$ cat src/rtl/ex_stage_if.sv
// ex_stage_if: groups the EX stage's pipeline and data-SRAM signals.
//   stall               : 6-bit pipeline stall vector (1 = stop)
//   id_to_ex_bus        : 124-bit instruction payload from ID
//   ex_to_mem_bus       : 147-bit payload to MEM
//   ex_to_id_forwarding : 38-bit {rf_we, rf_waddr, ex_result} bypass to ID
//   data_sram_*         : en / wen[3:0] / addr[31:0] / wdata[31:0] request
//   stallreq_for_ex     : EX asks the controller to hold the pipeline
// modport master = pipeline side (ID/controller/MEM), slave = ex_stage.
interface ex_stage_if;
  localparam int unsigned ID_EX_W  = 124;
  localparam int unsigned EX_MEM_W = 147;
  localparam int unsigned FWD_W    = 38;
  localparam int unsigned XLEN     = 32;

  logic [5:0]          stall;
  logic [ID_EX_W-1:0]  id_to_ex_bus;
  logic [EX_MEM_W-1:0] ex_to_mem_bus;
  logic [FWD_W-1:0]    ex_to_id_forwarding;
  logic                data_sram_en;
  logic [3:0]          data_sram_wen;
  logic [XLEN-1:0]     data_sram_addr;
  logic [XLEN-1:0]     data_sram_wdata;
  logic                stallreq_for_ex;

  modport master (
    output stall, id_to_ex_bus,
    input  ex_to_mem_bus, ex_to_id_forwarding, data_sram_en, data_sram_wen,
           data_sram_addr, data_sram_wdata, stallreq_for_ex
  );

  modport slave (
    input  stall, id_to_ex_bus,
    output ex_to_mem_bus, ex_to_id_forwarding, data_sram_en, data_sram_wen,
           data_sram_addr, data_sram_wdata, stallreq_for_ex
  );
endinterface

$ cat src/rtl/ex_stage.sv
// ex_stage: execute stage of a 5-stage MIPS-style pipeline.
//   clk   : clock, all state on rising edge
//   rst   : synchronous active-high reset
//   ex_if : ex_stage_if.slave (stall, id_to_ex_bus in; MEM bus, forwarding,
//           data SRAM request and stallreq_for_ex out)
// Holds the ID/EX pipeline register, the ALU, load/store address and lane
// generation, and HI/LO result selection.
// Build option: define EX_DIV_EN to include the 32-cycle restoring divider
// (div/divu). Without it, divide ops produce HI/LO = 0 with no HI/LO write
// and never stall.
module ex_stage (
  input  logic      clk,
  input  logic      rst,
  ex_stage_if.slave ex_if
);
  localparam int unsigned XLEN = 32;

  typedef struct packed {
    logic [XLEN-1:0] pc;
    logic [3:0]      alu_op;
    logic [XLEN-1:0] src1;
    logic [XLEN-1:0] src2;
    logic            rf_we;
    logic [4:0]      rf_waddr;
    logic            sel_rf_res;
    logic [4:0]      op_mem;     // lw, lb, lbu, lh, lhu
    logic [2:0]      op_st;      // sw, sh, sb
    logic [1:0]      div_op;     // div, divu
    logic            hi_we;
    logic            lo_we;
    logic [4:0]      rsv;
  } id_ex_t;

  typedef struct packed {
    logic [4:0]      op_mem;
    logic            hi_we;
    logic            lo_we;
    logic [XLEN-1:0] hi_result;
    logic [XLEN-1:0] lo_result;
    logic [XLEN-1:0] pc;
    logic            data_ram_en;
    logic [3:0]      data_ram_wen;
    logic            sel_rf_res;
    logic            rf_we;
    logic [4:0]      rf_waddr;
    logic [XLEN-1:0] ex_result;
  } ex_mem_t;

  id_ex_t ex_q;

  // ID/EX register: load, insert bubble, or hold
  always_ff @(posedge clk) begin
    if (rst) begin
      ex_q <= '0;
    end else if (!ex_if.stall[2]) begin
      ex_q <= ex_if.id_to_ex_bus;
    end else if (!ex_if.stall[3]) begin
      ex_q <= '0;
    end
  end

  // ALU
  logic [XLEN-1:0] alu_res;
  always_comb begin
    alu_res = '0;
    case (ex_q.alu_op)
      4'd0:    alu_res = ex_q.src1 + ex_q.src2;
      4'd1:    alu_res = ex_q.src1 - ex_q.src2;
      4'd2:    alu_res = XLEN'($signed(ex_q.src1) < $signed(ex_q.src2));
      4'd3:    alu_res = XLEN'(ex_q.src1 < ex_q.src2);
      4'd4:    alu_res = ex_q.src1 & ex_q.src2;
      4'd5:    alu_res = ex_q.src1 | ex_q.src2;
      4'd6:    alu_res = ex_q.src1 ^ ex_q.src2;
      4'd7:    alu_res = ~(ex_q.src1 | ex_q.src2);
      4'd8:    alu_res = ex_q.src2 << ex_q.src1[4:0];
      4'd9:    alu_res = ex_q.src2 >> ex_q.src1[4:0];
      4'd10:   alu_res = XLEN'($signed(ex_q.src2) >>> ex_q.src1[4:0]);
      4'd11:   alu_res = {ex_q.src2[15:0], 16'h0000};
      4'd12:   alu_res = ex_q.src1;
      default: alu_res = '0;
    endcase
  end

  // Load/store address and store byte lanes; store data operand is src2
  logic            is_mem;
  logic [XLEN-1:0] mem_addr;
  logic [3:0]      st_wen;
  logic [XLEN-1:0] st_wdata;

  assign is_mem   = (|ex_q.op_mem) | (|ex_q.op_st);
  assign mem_addr = ex_q.src1 + ex_q.src2;

  always_comb begin
    st_wen   = 4'b0000;
    st_wdata = '0;
    if (ex_q.op_st[2]) begin
      st_wen   = 4'b1111;
      st_wdata = ex_q.src2;
    end else if (ex_q.op_st[1]) begin
      st_wen   = mem_addr[1] ? 4'b1100 : 4'b0011;
      st_wdata = {2{ex_q.src2[15:0]}};
    end else if (ex_q.op_st[0]) begin
      st_wen   = 4'(4'b0001 << mem_addr[1:0]);
      st_wdata = {4{ex_q.src2[7:0]}};
    end
  end

  logic            is_div;
  logic            div_busy;
  logic            div_res_vld;
  logic [XLEN-1:0] div_hi;
  logic [XLEN-1:0] div_lo;

  assign is_div = |ex_q.div_op;

`ifdef EX_DIV_EN
  localparam int unsigned CNT_W = 5;

  typedef enum logic [1:0] {
    DIV_IDLE = 2'd0,
    DIV_CALC = 2'd1,
    DIV_DONE = 2'd2
  } div_state_e;

  div_state_e      state_q, state_d;
  logic            load_calc, load_zero, step, last_step;
  logic [CNT_W-1:0] cnt_q;
  logic [XLEN-1:0] quo_q, rem_q, dvs_q;
  logic            neg_quo_q, neg_rem_q;
  logic            div_sgn;
  logic [XLEN-1:0] dvd_mag, dvs_mag;
  logic [XLEN:0]   rem_sh, rem_diff;
  logic            fits;
  logic [XLEN-1:0] rem_nx, quo_nx;

  assign div_sgn = ex_q.div_op[1];
  assign dvd_mag = (div_sgn && ex_q.src1[XLEN-1]) ? -ex_q.src1 : ex_q.src1;
  assign dvs_mag = (div_sgn && ex_q.src2[XLEN-1]) ? -ex_q.src2 : ex_q.src2;

  // One restoring step: shift in next dividend bit, subtract if it fits
  assign rem_sh   = {rem_q, quo_q[XLEN-1]};
  assign rem_diff = rem_sh - {1'b0, dvs_q};
  assign fits     = ~rem_diff[XLEN];
  assign rem_nx   = fits ? rem_diff[XLEN-1:0] : rem_sh[XLEN-1:0];
  assign quo_nx   = {quo_q[XLEN-2:0], fits};
  assign last_step = step && (cnt_q == CNT_W'(XLEN - 1));

  // Divider state register
  always_ff @(posedge clk) begin
    if (rst) begin
      state_q <= DIV_IDLE;
    end else begin
      state_q <= state_d;
    end
  end

  // Divider next state and control
  always_comb begin
    state_d     = state_q;
    load_calc   = 1'b0;
    load_zero   = 1'b0;
    step        = 1'b0;
    div_busy    = 1'b0;
    div_res_vld = 1'b0;
    case (state_q)
      DIV_IDLE: begin
        if (is_div) begin
          div_busy = 1'b1;
          if (ex_q.src2 == '0) begin
            load_zero = 1'b1;
            state_d   = DIV_DONE;
          end else begin
            load_calc = 1'b1;
            state_d   = DIV_CALC;
          end
        end
      end
      DIV_CALC: begin
        div_busy = 1'b1;
        step     = 1'b1;
        if (cnt_q == CNT_W'(XLEN - 1)) begin
          state_d = DIV_DONE;
        end
      end
      DIV_DONE: begin
        div_res_vld = 1'b1;
        state_d     = DIV_IDLE;
      end
      default: state_d = DIV_IDLE;
    endcase
  end

  // Divider datapath; signs are applied on the final step so DONE reads
  // finished results straight from quo_q/rem_q
  always_ff @(posedge clk) begin
    if (rst) begin
      cnt_q     <= '0;
      quo_q     <= '0;
      rem_q     <= '0;
      dvs_q     <= '0;
      neg_quo_q <= 1'b0;
      neg_rem_q <= 1'b0;
    end else if (load_calc) begin
      cnt_q     <= '0;
      quo_q     <= dvd_mag;
      rem_q     <= '0;
      dvs_q     <= dvs_mag;
      neg_quo_q <= div_sgn & (ex_q.src1[XLEN-1] ^ ex_q.src2[XLEN-1]);
      neg_rem_q <= div_sgn & ex_q.src1[XLEN-1];
    end else if (load_zero) begin
      cnt_q     <= '0;
      quo_q     <= '1;
      rem_q     <= ex_q.src1;
      neg_quo_q <= 1'b0;
      neg_rem_q <= 1'b0;
    end else if (step) begin
      cnt_q <= cnt_q + CNT_W'(1);
      if (last_step) begin
        quo_q <= neg_quo_q ? -quo_nx : quo_nx;
        rem_q <= neg_rem_q ? -rem_nx : rem_nx;
      end else begin
        quo_q <= quo_nx;
        rem_q <= rem_nx;
      end
    end
  end

  assign div_hi = div_res_vld ? rem_q : '0;
  assign div_lo = div_res_vld ? quo_q : '0;
`else
  assign div_busy    = 1'b0;
  assign div_res_vld = 1'b0;
  assign div_hi      = '0;
  assign div_lo      = '0;
`endif

  // EX/MEM payload; divide HI/LO writes only on the result cycle
  ex_mem_t mem_o;
  always_comb begin
    mem_o              = '0;
    mem_o.op_mem       = ex_q.op_mem;
    mem_o.hi_we        = ex_q.hi_we & (~is_div | div_res_vld);
    mem_o.lo_we        = ex_q.lo_we & (~is_div | div_res_vld);
    mem_o.hi_result    = is_div ? div_hi : ex_q.src1;
    mem_o.lo_result    = is_div ? div_lo : ex_q.src1;
    mem_o.pc           = ex_q.pc;
    mem_o.data_ram_en  = is_mem;
    mem_o.data_ram_wen = st_wen;
    mem_o.sel_rf_res   = ex_q.sel_rf_res;
    mem_o.rf_we        = ex_q.rf_we;
    mem_o.rf_waddr     = ex_q.rf_waddr;
    mem_o.ex_result    = is_mem ? mem_addr : alu_res;
  end

  assign ex_if.ex_to_mem_bus       = mem_o;
  assign ex_if.ex_to_id_forwarding = {mem_o.rf_we, mem_o.rf_waddr, mem_o.ex_result};
  assign ex_if.data_sram_en        = is_mem;
  assign ex_if.data_sram_wen       = st_wen;
  assign ex_if.data_sram_addr      = mem_addr;
  assign ex_if.data_sram_wdata     = st_wdata;
  assign ex_if.stallreq_for_ex     = div_busy;

  // Stall bits for other stages and reserved payload bits are not used here
  logic unused_ok;
  assign unused_ok = ^{ex_if.stall[5:4], ex_if.stall[1:0], ex_q.rsv};
endmodule

$ cat src/flat_wrapper.sv
// flat-port wrapper written by rule: the top's interface ports become plain ports
module ex_stage_flat 
  (clk, rst, ex_if_stall, ex_if_id_to_ex_bus, ex_if_ex_to_mem_bus, ex_if_ex_to_id_forwarding, ex_if_data_sram_en, ex_if_data_sram_wen, ex_if_data_sram_addr, ex_if_data_sram_wdata, ex_if_stallreq_for_ex);
  ex_stage_if ex_if_i ();
  input  logic clk;
  input  logic rst;
  input wire logic [$bits(ex_if_i.stall)-1:0] ex_if_stall;
  input wire logic [$bits(ex_if_i.id_to_ex_bus)-1:0] ex_if_id_to_ex_bus;
  output wire logic [$bits(ex_if_i.ex_to_mem_bus)-1:0] ex_if_ex_to_mem_bus;
  output wire logic [$bits(ex_if_i.ex_to_id_forwarding)-1:0] ex_if_ex_to_id_forwarding;
  output wire logic [$bits(ex_if_i.data_sram_en)-1:0] ex_if_data_sram_en;
  output wire logic [$bits(ex_if_i.data_sram_wen)-1:0] ex_if_data_sram_wen;
  output wire logic [$bits(ex_if_i.data_sram_addr)-1:0] ex_if_data_sram_addr;
  output wire logic [$bits(ex_if_i.data_sram_wdata)-1:0] ex_if_data_sram_wdata;
  output wire logic [$bits(ex_if_i.stallreq_for_ex)-1:0] ex_if_stallreq_for_ex;
  assign ex_if_i.stall = ex_if_stall;
  assign ex_if_i.id_to_ex_bus = ex_if_id_to_ex_bus;
  assign ex_if_ex_to_mem_bus = ex_if_i.ex_to_mem_bus;
  assign ex_if_ex_to_id_forwarding = ex_if_i.ex_to_id_forwarding;
  assign ex_if_data_sram_en = ex_if_i.data_sram_en;
  assign ex_if_data_sram_wen = ex_if_i.data_sram_wen;
  assign ex_if_data_sram_addr = ex_if_i.data_sram_addr;
  assign ex_if_data_sram_wdata = ex_if_i.data_sram_wdata;
  assign ex_if_stallreq_for_ex = ex_if_i.stallreq_for_ex;
  ex_stage u_core (.clk(clk), .rst(rst), .ex_if(ex_if_i));
endmodule
$ cat config.mk
export PLATFORM = sky130hd
export DESIGN_NAME = ex_stage_flat
export DESIGN_NICKNAME = d
export VERILOG_FILES = /design/src/rtl/ex_stage_if.sv /design/src/rtl/ex_stage.sv /design/src/flat_wrapper.sv
export SDC_FILE = /design/constraint.sdc
export NUM_CORES = 1
export LEC_CHECK = 0
export ABC_AREA = 1
export CORE_MARGIN = 2
export CORE_UTILIZATION = 44
export CTS_CLUSTER_SIZE = 20
export DETAILED_ROUTE_END_ITERATION = 12
export PLACE_DENSITY = 0.71
export SYNTH_ARGS = -nofsm -noshare
export SYNTH_HDL_FRONTEND = slang
export SYNTH_SLANG_ARGS = --single-unit
$ cat constraint.sdc
create_clock -name clk -period 7.4 [get_ports clk]
set_clock_uncertainty 0.05 [all_clocks]
set_input_delay 1.48 -clock clk [delete_from_list [all_inputs] [get_ports clk]]
set_output_delay 1.48 -clock clk [all_outputs]
set_load 0.03 [all_outputs]
* After elaboration in Yosys (flattened, before gate mapping)
Index checks and enable logic that the tools add are counted.
** Storage, ports and cells
- Bits in latches :: 0
- Output and inout port bits :: 255
- Input port bits :: 132
- Memories kept :: 0
- Bits in registers :: 119
- Memory bits (read-only) :: 0
- RAM bits :: 0
- Logic and storage cells :: 57
** Cells by class
- Add/subtract/negate cells :: 2
- Mux-type cells :: 12
- Magnitude comparators :: 2
- Equality and inequality tests :: 13
- Bitwise gates (word level) :: 8
- Multipliers :: 0
- Shift operators :: 4
- Reductions and logical operators :: 4
- Divide/modulo/power cells :: 0
** Operator list (number)
- $pmux W32 S13 :: 1
- $mux W124 :: 2
- $mux W32 :: 5
- $lt A32 B32 Y1 :: 2
- $add A32 B32 Y32 :: 1
- $and A32 B32 Y32 :: 1
- $not A32 Y32 :: 1
- $or A32 B32 Y32 :: 1
- $shl A32 B5 Y32 :: 1
- $shr A32 B5 Y32 :: 1
- $sshr A32 B5 Y32 :: 1
- $sub A32 B32 Y32 :: 1
- $xor A32 B32 Y32 :: 1
- $eq A4 B4 Y1 const B :: 5
- $eq A4 B3 Y1 const B :: 4
- $mux W4 :: 4
- $eq A4 B2 Y1 const B :: 2
- $reduce_or A5 Y1 :: 1
- $eq A4 B1 Y1 const B :: 1
- $logic_not A4 Y1 :: 1
- $shl A1 B2 Y4 const A :: 1
- $reduce_or A3 Y1 :: 1
- $and A1 B1 Y1 :: 2
- $ne A2 B2 Y1 const B :: 1
- 3 further kinds :: 3

* Depth between registers and ports, before layout
- Word-level depth :: 5
- Gate-level depth with buffers :: 22
- Gate-level depth less buffers :: 18

* Least setup slack after synthesis
OpenSTA, ideal clock, no wires.
- Kind :: reg-to-output
- From :: register u_core.ex_q[60] (netlist bit)
- To :: output ex_if_ex_to_mem_bus[15]
- Data required time :: 5870 ps
- Data arrival time :: 3134 ps
- Cell stages (with the launch flop) :: 18
- Path buffers :: 4
- Slack :: 2736 ps
- Cell sequence :: dfxtp_1 -> inv_1 -> clkbuf_1 -> buf_2 -> ha_1 -> buf_2 -> nand2_1 -> nand2_1 -> a21oi_1 -> nand2_1 -> nand2_1 -> nand2_1 -> xor2_1 -> nand2_1 -> nand3_1 -> nand2_1 -> nand2_1 -> buf_4
** Between the ends
- Word-level cells in the longest chain between the ends :: 3
- Elaborated cells on any way between the ends :: 7
- Those cells by class :: add/sub (2); shift (3); mux (2)
** Ends and longest elaborated chain
- from (decl) :: line ex_stage.sv:49 : id_ex_t ex_q;
- from (signal assigned) :: line ex_stage.sv:56 : ex_q <= ex_if.id_to_ex_bus;
- $add A32 B32 Y32 (*) :: line ex_stage.sv:91 : assign mem_addr = ex_q.src1 + ex_q.src2;
- named net ex_if_data_sram_addr[15] :: line flat_wrapper.sv:13 : output wire logic [$bits(ex_if_i.data_sram_addr)-1:0] ex_if_data_sram_addr;
- $pmux W32 S13 :: line ex_stage.sv:66 : case (ex_q.alu_op)
- $mux W32 (*) :: line ex_stage.sv:252 : mem_o.ex_result = is_mem ? mem_addr : alu_res;
- to (decl) :: line flat_wrapper.sv:9 : output wire logic [$bits(ex_if_i.ex_to_mem_bus)-1:0] ex_if_ex_to_mem_bus;
Mark *: on every way through the listed nets, which the timed path passes. The rest lies on a longest branch.

* Worst setup path after layout
- From :: register u_core.ex_q[28] (netlist bit)
- To :: output ex_if_ex_to_id_forwarding[29]
** Between the ends
- Word-level cells in the longest chain between the ends :: 3
- Elaborated cells on any way between the ends :: 7
- Those cells by class :: add/sub (2); shift (3); mux (2)
** Ends and longest elaborated chain
- $sub A32 B32 Y32 (tied with other cells) :: line ex_stage.sv:68 : 4'd1: alu_res = ex_q.src1 - ex_q.src2;
- $pmux W32 S13 :: line ex_stage.sv:66
- $mux W32 (*) :: line ex_stage.sv:252
- to (decl) :: line flat_wrapper.sv:10 : output wire logic [$bits(ex_if_i.ex_to_id_forwarding)-1:0] ex_if_ex_to_id_forwarding;
Every way passes the cells marked *; elsewhere a longest branch is shown, timed or not.

==> impl_metrics.yaml <==
grt:
  grt_start_max_net_pins: 107
  first_global_vias: 20622
  grt_remaining_overflow: 0
  antenna_found_initial: 3
  grt_first_pass_wirelength_mm: 132
  gr-usage-all-layers: 0.461
clock_tree:
  clock_path_buffers: 2
  cts_setup_buffers: 0
  cts_tree: "yes"
  cts_root_buf: "clkbuf_16"
  hold_buffers: 0
  clock_latency_ns: 0.47
  cts_buffers: 17
  clkSlewWorstSetupHoldPaths_ns: 0.07
  cts_resized: 0
  htree_levels: 4
  cts.sinks: 119
sta:
  whs_ns: 0.420
  finalHoldViolCount: 0
  fmax_mhz: 162
  tns_ns: 0
  maxSlewHeadroom: 0.202
  slew_viol_final: 0
  min_period_ns: 6.17
  finalCritPeriodShare: 0.834
  rsz0062_at_grt: "no"
  setup_viol: 0
  worstMarginPinSlew_ns: 1.19
synth:
  netlist.area_leader.share: 0.212
  synth_area_um2: 16700
  async_flop_share: 0
  yosysSeqAreaShare: 0.142
  synthCells: 3089
  synth_most_common_cell: "nand2_1"
  synthTopCellsByArea: "nand2_1, nand3_1, dfxtp_1, inv_1, ha_1"
  yosys_warnings: 0
  synth_ff_type: "dfxtp_1"
  synth.net_count: 3319
  synth_cell_types: 46
  ys_ff_latch: 119
  synth_area_per_cell_um2: 5.42
  synth_edf_count: 0
  synth_common_cells: "nand2_1, nand3_1, inv_1"
  synth.largest_area_cell: "nand2_1"
floorplan:
  die_h_um: 199
  fp.dieArea_um2: 39600
  fp.coreArea_um2: 37600
  io_pins: 387
  fp-row-count: 71
  die_w_um: 199
  initial_core_util: 0.445
setup_path:
  cp_max_fo: 9
  cp-end-kind: "primary output"
  cp_top_family: "simple AND/OR/NAND/NOR gates"
  cpPeakStageDelay_ns: 0.81
  cp.arrival_ns: 4.64
  cp-start-kind: "flip-flop"
  worst_path_most_repeated_cell: "nand3_1"
  crit_chain: "inv_1, ha_1, nor2_1, nand3_1, nand3_1, nand2_1, nand3_1, nand2_1, nand3_1, nand3_1, nand3_1, nand2_1, nand2_1, clkdlybuf4s50_1"
  required_ns: 5.87
  worstSetupPathType: "reg2out"
  crit_slowest_cell: "dfxtp_1"
  worst-path-buf-inv: 2
layout:
  nFillCells: 3892
  finalNetCount: 3467
  layout-drive-gt1-share: 0.0366
  seq_area_um2: 2380
  stdcell_count: 3762
  final_core_util: 0.542
  multi_input_area_um2: 11400
  area_growth_pct: 21.7
placed_design:
  gp_congestion: 1.08
  dpl.cell_count: 3729
  port_buffers: 376
  dp_hpwl_mm: 72.2
power:
  swShare: 0.479
  seqPwrFrac: 0.235
  power_switching_uw: 1480
  powerDensity_nw_per_um2: 152
  irDropWorstVdd_mv: 0.185
  power.share.combinational: 0.481
  total_power_uw: 3090
  p_int_uw: 1610
  leakagePower_uw: 0.00952
  pwr-share-clk: 0.284
drt:
  wl_per_cell_um: 24.6
  vias_per_cell: 5.97
  drt_iter0_markers: 3252
  finalWirelength_mm: 92.6
  dr.pass1.iters: 7
  antenna_left: 0
  drc: 0
  vias: 22473
run:
  cap_violations: 0
outcome:
  outcome: "completed"
worst_hold_path:
  hp-class: "reg2reg"
[power groups by stage]
| stage | combinational (µW) | clock, µW | sequential, µW |
|---|---|---|---|
| detailed placement | 1440 | 0 | 735 |
| global route | 1580 | 908 | 725 |
| CTS | 1450 | 884 | 721 |
| global placement | 1430 | 0 | 734 |
| finish | 1490 | 877 | 726 |
| floorplan | 941 | 0 | 710 |
[worst reg2reg max path, cell delays in order, from the launching register on]
cell and delay [ns]:
dfxtp_1 0.47, inv_2 0.12, buf_4 0.57, o22ai_1 0.21, inv_1 0.09, nor2_1 0.04
[cells by family (layout without fill, tap and decap cells)]
logic type,count (synthesis),in the layout,share of synthesized area
other,1,2,0.000224
buffers and inverters,621,782,0.174
flip-flops,119,119,0.142
adder cells (fa/ha/maj),98,98,0.0742
AND/OR/NAND/NOR,1802,1802,0.458
XOR/XNOR,13,13,0.00680
AO/OA/AOI/OAI,435,435,0.144
[final cells by class]
| type | count | share of cell area |
|---|---|---|
| inverters | 338 | 0.0623 |
| flip-flops and latches | 119 | 0.117 |
| clock inverters | 15 | 0.00890 |
| clock buffers | 17 | 0.0209 |
| diodes | 1 | 0.000123 |
| multi-input cells | 2349 | 0.562 |
| well taps | 511 | 0.0314 |
| repair buffers | 412 | 0.198 |
[sequential cells by signal, summed over array words and instances (netlist names)]
name / cells
u_core.ex_q: 75
u_core.ex_if.ex_to_mem_bus: 38
u_core.ex_if.ex_to_id_forwarding: 6
[final timing paths]
kind | from | end | slack (ns) | cells past startpoint
worst min register to register | u_core.ex_if.ex_to_mem_bus[66] | u_core.ex_if.ex_to_mem_bus[66] | 0.42 | 2
worst min-delay path | u_core.ex_if.ex_to_mem_bus[66] | u_core.ex_if.ex_to_mem_bus[66] | 0.42 | 2
worst max-delay path | u_core.ex_q[28] | ex_if_ex_to_id_forwarding[29] | 1.23 | 14
worst max register to register | u_core.ex_q[59] | u_core.ex_q[59] | 5.72 | 5
[through the flow]
| step | setup slack [ns] | cell area (µm²) |
|---|---|---|
| 6_report | 1.23 | 20400 |
| 5_1_grt | 1.12 | 20400 |
| 3_5_place_dp | 1.96 | 19800 |
| 4_1_cts | 1.44 | 20400 |
| 3_3_place_gp | 2.01 | 19800 |
| 2_1_floorplan | 2.74 | 16700 |
[placed cells by master, fill, tap and decap left out, types with 11 or more instances in the layout]
master / synthesis / routed
nor2_2: 11 / 11
and2_1: 24 / 24
o21ai_1: 13 / 13
inv_1: 321 / 320
buf_4: 125 / 39
nand4_1: 29 / 29
o22ai_1: 41 / 41
o211ai_1: 36 / 36
nor3_1: 32 / 32
nand2_1: 946 / 946
o21ai_0: 123 / 123
ha_1: 96 / 96
dfxtp_1: 119 / 117
a21oi_1: 188 / 188
inv_2: 15 / 15
xor2_1: 12 / 12
clkbuf_16: 0 / 17
clkdlybuf4s50_1: 0 / 373
nand3_1: 485 / 485
nor2_1: 251 / 250
o21bai_1: 14 / 14
[per-layer routing]
| metal | wire (µm) | GRT usage |
|---|---|---|
| met1 | 34800 | 0.567 |
| met4 | 7450 | 0.318 |
| met2 | 38600 | 0.699 |
| met3 | 11800 | 0.124 |
| met5 | 41 | 0 |
(Power assumes the default switching activity.)
